`src/rtl/uart_pkg.sv`:
```
// uart_pkg -- shared definitions for uart_fifo_link.
// Holds the TX/RX state encodings and the frame-bit line levels.
// Optional feature: UART_FIFO_LINK_PARITY_EN adds the PARITY state (even parity).
package uart_pkg;

  localparam logic START_BIT = 1'b0;
  localparam logic STOP_BIT  = 1'b1;

  typedef enum logic [2:0] {
    TX_IDLE,
    TX_START,
    TX_DATA,
`ifdef UART_FIFO_LINK_PARITY_EN
    TX_PARITY,
`endif
    TX_STOP
  } tx_state_t;

  typedef enum logic [2:0] {
    RX_IDLE,
    RX_START,
    RX_DATA,
`ifdef UART_FIFO_LINK_PARITY_EN
    RX_PARITY,
`endif
    RX_STOP
  } rx_state_t;

endpackage

```
`src/rtl/uart_sync_fifo.sv`:
```
// uart_sync_fifo -- single-clock show-ahead FIFO.
// Ports: i_clk, i_rst_n (async, active-low), i_push/i_data (write),
//        i_pop (read), o_data (head, 0 when empty), o_full, o_empty.
// A push while full is accepted only when a pop happens in the same cycle.
module uart_sync_fifo #(
  parameter int unsigned DATA_W = 8,
  parameter int unsigned DEPTH  = 4
) (
  input  logic              i_clk,
  input  logic              i_rst_n,
  input  logic              i_push,
  input  logic [DATA_W-1:0] i_data,
  input  logic              i_pop,
  output logic [DATA_W-1:0] o_data,
  output logic              o_full,
  output logic              o_empty
);

  localparam int unsigned AW = $clog2(DEPTH);
  localparam logic [AW:0] FULL_CNT = (AW+1)'(DEPTH);

  logic [DATA_W-1:0] r_mem [DEPTH];
  logic [AW-1:0]     r_wr_ptr;
  logic [AW-1:0]     r_rd_ptr;
  logic [AW:0]       r_count;
  logic              w_do_push;
  logic              w_do_pop;

  assign o_empty   = (r_count == '0);
  assign o_full    = (r_count == FULL_CNT);
  assign w_do_pop  = i_pop && !o_empty;
  assign w_do_push = i_push && (!o_full || w_do_pop);
  assign o_data    = o_empty ? '0 : r_mem[r_rd_ptr];

  // Pointers are AW bits wide, so they wrap modulo DEPTH (power of two).
  always_ff @(posedge i_clk or negedge i_rst_n) begin
    if (!i_rst_n) begin
      r_wr_ptr <= '0;
      r_rd_ptr <= '0;
      r_count  <= '0;
    end else begin
      if (w_do_push) r_wr_ptr <= r_wr_ptr + 1'b1;
      if (w_do_pop)  r_rd_ptr <= r_rd_ptr + 1'b1;
      case ({w_do_push, w_do_pop})
        2'b10:   r_count <= r_count + 1'b1;
        2'b01:   r_count <= r_count - 1'b1;
        default: r_count <= r_count;
      endcase
    end
  end

  always_ff @(posedge i_clk) begin
    if (w_do_push) r_mem[r_wr_ptr] <= i_data;
  end

endmodule

```
`src/rtl/uart_fifo_link.sv`:
```
// uart_fifo_link -- UART transmitter/receiver with TX and RX FIFOs.
// Ports: Clock, Reset (async, active-low); load/Tx_Data push the TX FIFO;
//        SEND enables new TX frames; READ pops the RX FIFO, Rx_Data is its head;
//        SI serial in (async), SO serial out (registered); loopback feeds SO to RX;
//        tx_full, rx_empty, NINTO, NINTI status; err_clr clears frame_err/overrun.
// Optional feature: define UART_FIFO_LINK_PARITY_EN for an even-parity bit.
module uart_fifo_link
  import uart_pkg::*;
#(
  parameter int unsigned DATA_W       = 8,
  parameter int unsigned DEPTH        = 4,
  parameter int unsigned CLKS_PER_BIT = 16
) (
  input  logic              Clock,
  input  logic              Reset,
  input  logic              load,
  input  logic [DATA_W-1:0] Tx_Data,
  input  logic              SEND,
  input  logic              READ,
  output logic [DATA_W-1:0] Rx_Data,
  input  logic              SI,
  output logic              SO,
  input  logic              loopback,
  output logic              tx_full,
  output logic              rx_empty,
  output logic              NINTO,
  output logic              NINTI,
  input  logic              err_clr,
  output logic              frame_err,
  output logic              overrun
);

  localparam int unsigned CW = $clog2(CLKS_PER_BIT);
  localparam int unsigned BW = $clog2(DATA_W);
  localparam logic [CW-1:0] BIT_END  = CW'(CLKS_PER_BIT - 1);
  localparam logic [CW-1:0] HALF_END = CW'(CLKS_PER_BIT/2 - 1);
  localparam logic [BW-1:0] LAST_BIT = BW'(DATA_W - 1);

  // ---------------- FIFOs ----------------
  logic              w_tx_pop, w_tx_empty, w_rx_push, w_rx_full;
  logic [DATA_W-1:0] w_tx_head;
  logic [DATA_W-1:0] r_rx_shift, w_rx_shift;

  uart_sync_fifo #(.DATA_W(DATA_W), .DEPTH(DEPTH)) u_tx_fifo (
    .i_clk(Clock), .i_rst_n(Reset), .i_push(load), .i_data(Tx_Data),
    .i_pop(w_tx_pop), .o_data(w_tx_head), .o_full(tx_full), .o_empty(w_tx_empty)
  );

  uart_sync_fifo #(.DATA_W(DATA_W), .DEPTH(DEPTH)) u_rx_fifo (
    .i_clk(Clock), .i_rst_n(Reset), .i_push(w_rx_push), .i_data(r_rx_shift),
    .i_pop(READ), .o_data(Rx_Data), .o_full(w_rx_full), .o_empty(rx_empty)
  );

  // ---------------- TX FSM ----------------
  tx_state_t         r_tx_state, w_tx_state;
  logic [CW-1:0]     r_tx_cnt, w_tx_cnt;
  logic [BW-1:0]     r_tx_bit, w_tx_bit;
  logic [DATA_W-1:0] r_tx_shift, w_tx_shift;
  logic              r_so, w_so;
  logic              w_tx_bit_end, w_tx_load;
`ifdef UART_FIFO_LINK_PARITY_EN
  logic              r_tx_par, w_tx_par;
`endif

  assign SO    = r_so;
  assign NINTO = ~(w_tx_empty && (r_tx_state == TX_IDLE));

  always_ff @(posedge Clock or negedge Reset) begin
    if (!Reset) begin
      r_tx_state <= TX_IDLE;
      r_tx_cnt   <= '0;
      r_tx_bit   <= '0;
      r_tx_shift <= '0;
      r_so       <= STOP_BIT;
`ifdef UART_FIFO_LINK_PARITY_EN
      r_tx_par   <= 1'b0;
`endif
    end else begin
      r_tx_state <= w_tx_state;
      r_tx_cnt   <= w_tx_cnt;
      r_tx_bit   <= w_tx_bit;
      r_tx_shift <= w_tx_shift;
      r_so       <= w_so;
`ifdef UART_FIFO_LINK_PARITY_EN
      r_tx_par   <= w_tx_par;
`endif
    end
  end

  assign w_tx_bit_end = (r_tx_cnt == BIT_END);
  // A new frame starts from IDLE or straight out of the last STOP cycle (no gap).
  assign w_tx_load = SEND && !w_tx_empty &&
                     ((r_tx_state == TX_IDLE) || ((r_tx_state == TX_STOP) && w_tx_bit_end));
  assign w_tx_pop  = w_tx_load;

  always_comb begin
    w_tx_state = r_tx_state;
    w_tx_cnt   = r_tx_cnt + 1'b1;
    w_tx_bit   = r_tx_bit;
    w_tx_shift = r_tx_shift;
    w_so       = r_so;
`ifdef UART_FIFO_LINK_PARITY_EN
    w_tx_par   = r_tx_par;
`endif
    case (r_tx_state)
      TX_IDLE: begin
        w_tx_cnt = '0;
        w_so     = STOP_BIT;
      end
      TX_START: if (w_tx_bit_end) begin
        w_tx_cnt   = '0;
        w_tx_bit   = '0;
        w_tx_state = TX_DATA;
        w_so       = r_tx_shift[0];
      end
      TX_DATA: if (w_tx_bit_end) begin
        w_tx_cnt = '0;
        if (r_tx_bit == LAST_BIT) begin
`ifdef UART_FIFO_LINK_PARITY_EN
          w_tx_state = TX_PARITY;
          w_so       = r_tx_par;
`else
          w_tx_state = TX_STOP;
          w_so       = STOP_BIT;
`endif
        end else begin
          w_tx_bit   = r_tx_bit + 1'b1;
          w_tx_shift = r_tx_shift >> 1;
          w_so       = r_tx_shift[1];
        end
      end
`ifdef UART_FIFO_LINK_PARITY_EN
      TX_PARITY: if (w_tx_bit_end) begin
        w_tx_cnt   = '0;
        w_tx_state = TX_STOP;
        w_so       = STOP_BIT;
      end
`endif
      TX_STOP: if (w_tx_bit_end) begin
        w_tx_cnt   = '0;
        w_tx_state = TX_IDLE;
        w_so       = STOP_BIT;
      end
      default: w_tx_state = TX_IDLE;
    endcase
    // Frame launch overrides the per-state defaults above.
    if (w_tx_load) begin
      w_tx_state = TX_START;
      w_tx_cnt   = '0;
      w_tx_shift = w_tx_head;
      w_so       = START_BIT;
`ifdef UART_FIFO_LINK_PARITY_EN
      w_tx_par   = ^w_tx_head;
`endif
    end
  end

  // ---------------- RX path ----------------
  rx_state_t     r_rx_state, w_rx_state;
  logic [CW-1:0] r_rx_cnt, w_rx_cnt;
  logic [BW-1:0] r_rx_bit, w_rx_bit;
  logic          r_si_meta, r_si_sync, r_line_prev, w_line;
  logic          w_frame_evt, w_overrun_evt, r_frame_err, r_overrun;
`ifdef UART_FIFO_LINK_PARITY_EN
  logic          r_rx_par_err, w_rx_par_err;
`endif

  assign w_line    = loopback ? r_so : r_si_sync;
  assign NINTI     = rx_empty;
  assign frame_err = r_frame_err;
  assign overrun   = r_overrun;

  always_ff @(posedge Clock or negedge Reset) begin
    if (!Reset) begin
      r_si_meta    <= 1'b1;
      r_si_sync    <= 1'b1;
      r_line_prev  <= 1'b1;
      r_rx_state   <= RX_IDLE;
      r_rx_cnt     <= '0;
      r_rx_bit     <= '0;
      r_rx_shift   <= '0;
      r_frame_err  <= 1'b0;
      r_overrun    <= 1'b0;
`ifdef UART_FIFO_LINK_PARITY_EN
      r_rx_par_err <= 1'b0;
`endif
    end else begin
      r_si_meta    <= SI;
      r_si_sync    <= r_si_meta;
      r_line_prev  <= w_line;
      r_rx_state   <= w_rx_state;
      r_rx_cnt     <= w_rx_cnt;
      r_rx_bit     <= w_rx_bit;
      r_rx_shift   <= w_rx_shift;
`ifdef UART_FIFO_LINK_PARITY_EN
      r_rx_par_err <= w_rx_par_err;
`endif
      // An error event in the same cycle as err_clr wins.
      if (w_frame_evt)   r_frame_err <= 1'b1;
      else if (err_clr)  r_frame_err <= 1'b0;
      if (w_overrun_evt) r_overrun   <= 1'b1;
      else if (err_clr)  r_overrun   <= 1'b0;
    end
  end

  always_comb begin
    w_rx_state    = r_rx_state;
    w_rx_cnt      = r_rx_cnt + 1'b1;
    w_rx_bit      = r_rx_bit;
    w_rx_shift    = r_rx_shift;
    w_rx_push     = 1'b0;
    w_frame_evt   = 1'b0;
    w_overrun_evt = 1'b0;
`ifdef UART_FIFO_LINK_PARITY_EN
    w_rx_par_err  = r_rx_par_err;
`endif
    case (r_rx_state)
      RX_IDLE: begin
        w_rx_cnt = '0;
        if (r_line_prev && !w_line) w_rx_state = RX_START;
      end
      RX_START: if (r_rx_cnt == HALF_END) begin
        w_rx_cnt   = '0;
        w_rx_bit   = '0;
        w_rx_state = w_line ? RX_IDLE : RX_DATA;
      end
      RX_DATA: if (r_rx_cnt == BIT_END) begin
        w_rx_cnt   = '0;
        w_rx_shift = {w_line, r_rx_shift[DATA_W-1:1]};
        if (r_rx_bit == LAST_BIT) begin
`ifdef UART_FIFO_LINK_PARITY_EN
          w_rx_state = RX_PARITY;
`else
          w_rx_state = RX_STOP;
`endif
        end else begin
          w_rx_bit = r_rx_bit + 1'b1;
        end
      end
`ifdef UART_FIFO_LINK_PARITY_EN
      RX_PARITY: if (r_rx_cnt == BIT_END) begin
        w_rx_cnt     = '0;
        w_rx_par_err = w_line ^ (^r_rx_shift);
        w_rx_state   = RX_STOP;
      end
`endif
      RX_STOP: if (r_rx_cnt == BIT_END) begin
        w_rx_cnt   = '0;
        w_rx_state = RX_IDLE;
`ifdef UART_FIFO_LINK_PARITY_EN
        if ((w_line == STOP_BIT) && !r_rx_par_err) begin
`else
        if (w_line == STOP_BIT) begin
`endif
          if (w_rx_full) w_overrun_evt = 1'b1;
          else           w_rx_push     = 1'b1;
        end else begin
          w_frame_evt = 1'b1;
        end
      end
      default: w_rx_state = RX_IDLE;
    endcase
  end

endmodule
```
`config.mk`:
```
export PLATFORM = sky130hd
export DESIGN_NAME = uart_fifo_link
export DESIGN_NICKNAME = d
export VERILOG_FILES = /design/src/rtl/uart_pkg.sv /design/src/rtl/uart_sync_fifo.sv /design/src/rtl/uart_fifo_link.sv
export SDC_FILE = /design/constraint.sdc
export NUM_CORES = 1
export LEC_CHECK = 0
export BUFFER_PORTS_ARGS = -buffer_cell sky130_fd_sc_hd__buf_2
export CAP_MARGIN = 30
export CORE_ASPECT_RATIO = 0.75
export CORE_MARGIN = 3
export CORE_UTILIZATION = 60
export CTS_CLUSTER_DIAMETER = 100
export DETAILED_ROUTE_END_ITERATION = 10
export PLACE_DENSITY = 0.91
export SLEW_MARGIN = 40
export SYNTH_ARGS = -nofsm -noshare
export SYNTH_HDL_FRONTEND = slang
export SYNTH_SLANG_ARGS = --single-unit
```
`constraint.sdc`:
```
create_clock -name Clock -period 2.9 [get_ports Clock]
set_input_delay 0.145 -clock Clock [delete_from_list [all_inputs] [get_ports Clock]]
set_output_delay 0.145 -clock Clock [all_outputs]
set_load 0.02 [all_outputs]
```
======== After elaboration in Yosys (flattened, before gate mapping) ========
Memory sizes are Yosys's and may differ from the RTL's.
Cells that the tools add are included.
operators by class
  add/sub/neg operators ................... 12
  mux-type cells .......................... 59
  bitwise logic cells ..................... 1
  reductions and logical operators ........ 39
  eq/ne operators ......................... 32
operators by type and width
  kind                                                                      number
  8-bit 2-to-1 mux                                                          6
  3-bit 2-to-1 mux                                                          15
  1-bit 2-to-1 mux                                                          24
  3-bit case mux with 2 select lines                                        4
  3-bit case mux with 4 select lines                                        2
  2-bit inequality test (second input constant)                             9
  4-bit 2-to-1 mux                                                          4
  2-bit nonzero test                                                        8
  3-bit by 1-bit adder with 3-bit output (second input constant)            4
  3-bit by 2-bit == test with 1-bit output (second input constant)          4
  3-bit == test (second input constant)                                     4
  3-bit zero test                                                           4
  3-bit by 2-bit inequality test with 1-bit output (second input constant)  4
  4-bit case mux with 3 select lines                                        1
  4-bit AND reduction                                                       3
  5-bit AND reduction                                                       2
  1-bit logical AND                                                         9
  2-bit by 1-bit adder with 2-bit output (second input constant)            4
  4-bit by 1-bit adder with 4-bit output (second input constant)            2
  4-bit == test (second input constant)                                     2
  4-bit case mux with 2 select lines                                        1
  3-bit by 1-bit == test with 1-bit output (second input constant)          2
  3-bit by 1-bit subtractor with 3-bit output (second input constant)       2
  1-bit zero test                                                           5
  other kinds (13)                                                          18
storage, ports and cells
  logic and storage cells ................. 165
  output and inout port bits .............. 15
  memories ................................ 2
  memory bits (writable) .................. 64
  flip-flop bits (word level) ............. 56
  input bits .............................. 16
memories
  memory           words  bits a word  rd ports  clocked after Yosys merged registers in  write ports  RTL line              source
  u_rx_fifo.r_mem  4      8            1         0                                        1            uart_sync_fifo.sv:22  logic [DATA_W-1:0] r_mem [DEPTH];
  u_tx_fifo.r_mem  4      8            1         0                                        1            uart_sync_fifo.sv:22

======== Longest topological paths before layout ========
  depth in word-level cells ............... 9
  gate-level depth with buffers ........... 11
  depth with buffers taken out ............ 11

======== Modules after synthesis ========
Synthesis repeated with hierarchy kept, for this count alone.
second synthesis, totals
  cells, all modules ...................... 370
  area, all modules ....................... 5347.6 µm²
modules (own cells, without submodules)
  module                       seq. area each (µm²)  cells an instance  times used  area an instance (µm²)
  uart_fifo_link               1006.0                174                1           1971.9
  uart_sync_fifo at u_rx_fifo  1136.1                105                1           1731.7
  uart_sync_fifo at u_tx_fifo  1136.1                91                 1           1644.1

======== Worst setup path after synthesis ========
OpenSTA, ideal clock, no wires.
  kind .................................... register to register
  start point ............................. register r_tx_cnt[0]
  end point ............................... register u_tx_fifo.r_count[2]
  path buffers ............................ 1
  cell stages (with the launch flop) ...... 12
  arrival time ............................ 2.129 ns
  setup time .............................. 0.125 ns
  path slack .............................. 0.646 ns
  required time ........................... 2.775 ns
  period minus slack after synthesis ...... 2.254 ns
  cells stage by stage .................... dfrtp_1 ha_1 and4_1 o211ai_2 inv_4 buf_6 ha_1 inv_1 fa_1 xor2_1 nor2_1 xor2_1
between the ends
  cells in the longest elaborated chain, start to end .. 9
  elaborated cells on any way between the ends .. 11
  classes of those cells .................. 3 x eq/ne; 1 x mux; 7 x reduce/logical
RTL lines
  what                                                                              RTL line              source
  start: declaration                                                                uart_fifo_link.sv:56  logic [CW-1:0] r_tx_cnt, w_tx_cnt;
  start signal: assignment                                                          uart_fifo_link.sv:80  r_tx_cnt <= w_tx_cnt;
  4-bit == test (*)                                                                 uart_fifo_link.sv:90  assign w_tx_bit_end = (r_tx_cnt == BIT_END);
  1-bit logical AND (*)                                                             uart_fifo_link.sv:93  ((r_tx_state == TX_IDLE) || ((r_tx_state == TX_STOP) && w_tx_bit_end));
  1-bit logical OR (*)                                                              uart_fifo_link.sv:93
  1-bit logical AND (*)                                                             uart_fifo_link.sv:92  assign w_tx_load = SEND && !w_tx_empty &&
  1-bit logical AND (*)                                                             uart_sync_fifo.sv:31  assign w_do_pop = i_pop && !o_empty;
  named net u_tx_fifo.w_do_pop                                                      uart_sync_fifo.sv:27  logic w_do_pop;
  1-bit logical OR                                                                  uart_sync_fifo.sv:32  assign w_do_push = i_push && (!o_full || w_do_pop);
  1-bit logical AND                                                                 uart_sync_fifo.sv:32
  2-bit by 1-bit == test with 1-bit output / 2-bit == test (equally long branches)  uart_sync_fifo.sv:44  case ({w_do_push, w_do_pop})
  3-bit case mux with 2 select lines / 2-bit nonzero test (equally long branches)   n/a
  end signal: assignment                                                            uart_sync_fifo.sv:45  2'b10: r_count <= r_count + 1'b1;
  end signal: assignment                                                            uart_sync_fifo.sv:46  2'b01: r_count <= r_count - 1'b1;
  end signal: assignment                                                            uart_sync_fifo.sv:47  default: r_count <= r_count;
  end: declaration                                                                  uart_sync_fifo.sv:25  logic [AW:0] r_count;
The timed path passes the listed nets; every way through them passes the cells marked *.
A chain may end at the register's enable or synchronous reset.

======== Worst setup path after layout ========
  start point ............................. register r_tx_state[0]
  end point ............................... register u_tx_fifo.r_count[2]
between the ends
  cells in the longest elaborated chain, start to end .. 9
  elaborated cells on any way between the ends .. 12
  classes of those cells .................. 3 x eq/ne; 1 x mux; 8 x reduce/logical
RTL lines
  what                                                                              RTL line              source
  start: declaration                                                                uart_fifo_link.sv:55  tx_state_t r_tx_state, w_tx_state;
  start signal: assignment                                                          uart_fifo_link.sv:79  r_tx_state <= w_tx_state;
  3-bit by 2-bit == test with 1-bit output                                          uart_fifo_link.sv:93
  1-bit logical AND                                                                 uart_fifo_link.sv:93
  1-bit logical OR (*)                                                              uart_fifo_link.sv:93
  1-bit logical AND (*)                                                             uart_fifo_link.sv:92
  1-bit logical AND (*)                                                             uart_sync_fifo.sv:31
  1-bit logical OR                                                                  uart_sync_fifo.sv:32
  1-bit logical AND                                                                 uart_sync_fifo.sv:32
  2-bit by 1-bit == test with 1-bit output / 2-bit == test (equally long branches)  uart_sync_fifo.sv:44
  3-bit case mux with 2 select lines / 2-bit nonzero test (equally long branches)   n/a
Every way passes the cells marked *; elsewhere a longest branch is shown, timed or not.

==> metrics.log <==
[metrics] run status: completed
[metrics] Initial Util: 63.7%
[metrics] number of global-route vias before repair: 3314
[metrics] met3 demand-to-capacity share in global routing: 7.75%
[metrics] worst flop-to-flop path startpoint: r_tx_state[0]
[metrics] GRT met1 Usage: 35.5%
[metrics] share of flip-flops with an asynchronous set or reset after synthesis: 45.8%
[metrics] Worst Hold Path EP: r_line_prev
[metrics] Post-Route WL: 11600 um
[metrics] number of H-tree branching levels: 4
[metrics] leakage power: 2.59 nW
[metrics] required time of the critical path: 3230 ps
[metrics] std cell rows: 28
[metrics] number of flops mapped to enable cells by yosys: 64
[metrics] worst hold path cell count: 2
[metrics] critical path launch point type: flop
[metrics] total setup buffers inserted after CTS: 0
[metrics] Routability Congestion: 0.843
[metrics] worst min-delay path startpoint: loopback
[metrics] max-cap violation count: 0
[metrics] GRT Max-Usage Layer: met2
[metrics] clock period minus final worst setup slack: 2430 ps
[metrics] total power density per cell area: 823 nW/um2
[metrics] I/O pin total: 31
[metrics] count of state elements after synthesis: 118
[metrics] # nets final: 435
[metrics] Fill cells: 434
[metrics] capture point of the worst reg-to-reg path: u_tx_fifo.r_count[2]
[metrics] cells resized by post-CTS repair: 0
[metrics] Tightest Pin Transition: 642 ps
[metrics] clk_skew: 9.11 ps
[metrics] class of the tightest hold or removal check: in -> reg
[metrics] total routing usage reported by global routing: 25.8%
[metrics] Non-Filler Cell Area, Final: 6180 um2
[metrics] synthesized area: 5180 um2
[metrics] Chip Height: 86.4 um
[metrics] endpoint kind of the worst setup timing path: flop
[metrics] final number of hold-violating endpoints: 0
[metrics] setup violators final: 0
[metrics] Post-Place Cell Area: 5410 um2
[metrics] initial DRC count: 303
[metrics] met2 GRT Util: 39.8%
[metrics] sequential fraction of the synthesis area: 63.3%
[metrics] clock network latency to the later pin of the worst-skew pair: 420 ps
[metrics] clock buffers created by TritonCTS: 17
[metrics] cells after synthesis: 345
[metrics] Worst Reg-to-Reg Cells: 10
[metrics] initial antenna violation count: 0
[metrics] mean instance size in the synthesized netlist: 15.0 um2
[metrics] clock sink count: 118
[metrics] Horiz. Die Dim: 113 um
[metrics] average detailed-routed wire length per instance: 22.5 um
[metrics] highest clock frequency the design can meet: 411 MHz
[metrics] DRC violations left: 0
[metrics] number of distinct library cell variants in the gate-level netlist after synthesis: 51
[metrics] Most used DFF post-synth: sky130_fd_sc_hd__edfxtp_1
[metrics] number of vias in the routed layout: 3228
[metrics] Yosys warning total: 0
[metrics] layout cells sized above 1: 26.4%
[metrics] slack of the worst reg-to-reg path: 470 ps
[metrics] # port buffers: 30
[metrics] highest net fanout along the worst path: 17
[metrics] post-route antenna net violation count: 0
[metrics] RSZ-0062 raised after global routing: no
[metrics] maximum clock path buffer count: 2
[metrics] number of vias per cell after detailed routing: 6.28
[metrics] pin count of the biggest net entering global routing: 34
[metrics] clock tree from TritonCTS: yes
[metrics] root buffer cell: sky130_fd_sc_hd__clkbuf_16
[metrics] beginning of the critical path: r_tx_state[0]
[metrics] first-pass iteration count of the detailed router: 6
[metrics] HPWL after detailed placement: 6360 um
[metrics] number of max-slew violations in the final report: 0
[metrics] antenna diode count: 0
[metrics] kind of critical path: reg -> reg
[metrics] wire length of the first global-routing pass: 18500 um
[metrics] GR Overflow Total: 0
[metrics] final period utilization: 83.9%
[metrics] post-synth net total: 384
[metrics] post-route setup TNS: 0 ps
[metrics] area of the die: 9790 um2
[metrics] data arrival at the endpoint of the critical path: 2760 ps
[metrics] Core Region: 8130 um2
[metrics] peak supply drop: 0.000538 V
[metrics] CTS clk-pin slew, worst paths: 60 ps
[metrics] signed area change from the synthesized netlist to the final layout: 19.3%
[metrics] Slew HR: 57.2%
metal layers:
| metal | share of wire (%) | vias to the layer above |
|---|---|---|
| met1 | 42 | 1667 |
| li1 | - | 1354 |
| met3 | 7.8 | 25 |
| met2 | 48 | 182 |
| met5 | 0 | - |
| met4 | 1.7 | 0 |
cells in the final DEF (no fill, tap or decap), types with 2 or more instances in the layout:
cell,n
sky130_fd_sc_hd__nand2_1,27
sky130_fd_sc_hd__nor2b_1,9
sky130_fd_sc_hd__buf_4,3
sky130_fd_sc_hd__and2_1,9
sky130_fd_sc_hd__o22ai_1,3
sky130_fd_sc_hd__dfstp_2,4
sky130_fd_sc_hd__nand3_1,8
sky130_fd_sc_hd__inv_1,20
sky130_fd_sc_hd__fa_1,2
sky130_fd_sc_hd__a22o_1,4
sky130_fd_sc_hd__and3_1,3
sky130_fd_sc_hd__xnor2_1,8
sky130_fd_sc_hd__clkinvlp_4,2
sky130_fd_sc_hd__xor2_1,9
sky130_fd_sc_hd__nor2_1,11
sky130_fd_sc_hd__dfrtp_1,50
sky130_fd_sc_hd__nand2b_1,2
sky130_fd_sc_hd__mux4_2,16
sky130_fd_sc_hd__clkbuf_16,17
sky130_fd_sc_hd__bufinv_16,5
sky130_fd_sc_hd__mux2_2,12
sky130_fd_sc_hd__ha_1,21
sky130_fd_sc_hd__inv_6,3
sky130_fd_sc_hd__dlygate4sd3_1,11
sky130_fd_sc_hd__nand2_2,2
sky130_fd_sc_hd__buf_2,29
sky130_fd_sc_hd__a21oi_1,3
sky130_fd_sc_hd__mux2i_1,10
sky130_fd_sc_hd__nor3_1,2
sky130_fd_sc_hd__edfxtp_1,64
sky130_fd_sc_hd__o21ai_0,10
sky130_fd_sc_hd__o211ai_1,4
sky130_fd_sc_hd__clkinv_4,3
flip-flops by register name, indices dropped and copies added, names as in the netlist, 4 cells and up:
| register | cells |
|---|---|
| u_tx_fifo.r_mem | 32 |
| r_tx_shift | 8 |
| r_rx_cnt | 4 |
| r_tx_cnt | 4 |
| u_rx_fifo.r_mem | 32 |
| r_rx_shift | 8 |
cells in the mapped netlist, types with 4 or more instances:
library cell / instances / area share (%)
sky130_fd_sc_hd__edfxtp_1: 64 / 37
sky130_fd_sc_hd__dfrtp_1: 50 / 24
sky130_fd_sc_hd__nand2_1: 27 / 2.0
sky130_fd_sc_hd__ha_1: 21 / 5.1
sky130_fd_sc_hd__inv_1: 20 / 1.4
sky130_fd_sc_hd__mux4_2: 16 / 7.0
sky130_fd_sc_hd__mux2_2: 12 / 2.6
sky130_fd_sc_hd__nor2_1: 11 / 0.80
sky130_fd_sc_hd__mux2i_1: 10 / 1.9
sky130_fd_sc_hd__o21ai_0: 10 / 0.97
sky130_fd_sc_hd__and2_1: 9 / 1.1
sky130_fd_sc_hd__nor2b_1: 9 / 1.1
sky130_fd_sc_hd__xor2_1: 9 / 1.5
sky130_fd_sc_hd__nand3_1: 8 / 0.77
sky130_fd_sc_hd__xnor2_1: 8 / 1.4
sky130_fd_sc_hd__a22o_1: 4 / 0.68
sky130_fd_sc_hd__buf_2: 4 / 0.39
sky130_fd_sc_hd__dfstp_2: 4 / 2.0
sky130_fd_sc_hd__o211ai_1: 4 / 0.58
report_power, final:
part | switching [mW] | internal (mW)
Clock | 0.801 | 1.53
Combinational | 0.352 | 0.280
Sequential | 0.167 | 1.95
Total | 1.32 | 3.76
kinds of logic after synthesis:
kind of cell	count (synthesis)	synth area share, %
multiplexers	39	11.8
flip-flops	118	63.3
AO/OA/AOI/OAI	35	5.12
AND/OR/NAND/NOR	81	8.29
XOR/XNOR	17	2.88
buffers and inverters	32	2.75
adder cells (fa/ha/maj)	23	5.85
per-stage QoR:
step / std cells / power (mW) / hold WS [ps] / util (%) / setup WS (ps)
after floorplan: 345 / 2.56 / -151 / - / 646
after global routing: 514 / 5.26 / 84.7 / 76.0 / 318
after CTS: 514 / 5.09 / 74.6 / 76.0 / 506
after detailed placement: 471 / 2.75 / 252 / 66.6 / 544
after global placement: 471 / 2.71 / 247 / 66.6 / 627
final: 514 / 5.08 / 90.3 / 76.0 / 468
repair_timing:
action	4_1_cts	5_1_grt
hold buffers	11	0
setup endpoints to repair	0	0
endpoints found under the hold margin	63	0
critical path: stages, from the launching register on:
cell and delay [ps]:
sky130_fd_sc_hd__dfrtp_1 420, sky130_fd_sc_hd__inv_1 180, sky130_fd_sc_hd__ha_1 330, sky130_fd_sc_hd__o211ai_2 180, sky130_fd_sc_hd__inv_4 180, sky130_fd_sc_hd__ha_1 200, sky130_fd_sc_hd__inv_1 60, sky130_fd_sc_hd__fa_1 370
sky130_fd_sc_hd__xor2_1 150, sky130_fd_sc_hd__nor2_1 110, sky130_fd_sc_hd__xor2_1 160
cell type report:
cell class | instances | area [um2] | area share [%]
tap | 105 | 131 | 2.13
multi-input combinational | 195 | 1760 | 28.4
timing repair buffer | 43 | 278 | 4.50
clock buffer | 18 | 429 | 6.95
inverter | 21 | 81.3 | 1.32
sequential | 118 | 3280 | 53.1
clock inverter | 14 | 223 | 3.61
worst max path at each step:
stage	end	slack, ps	cells past startpoint
2_1_floorplan	u_tx_fifo.r_count[2]	650	11
3_3_place_gp	u_tx_fifo.r_count[2]	630	11
3_5_place_dp	u_tx_fifo.r_count[2]	540	11
4_1_cts	u_rx_fifo.r_count[2]	510	11
5_1_grt	u_rx_fifo.r_count[2]	320	10
6_report	u_tx_fifo.r_count[2]	470	10
(Power assumes the default switching activity.)
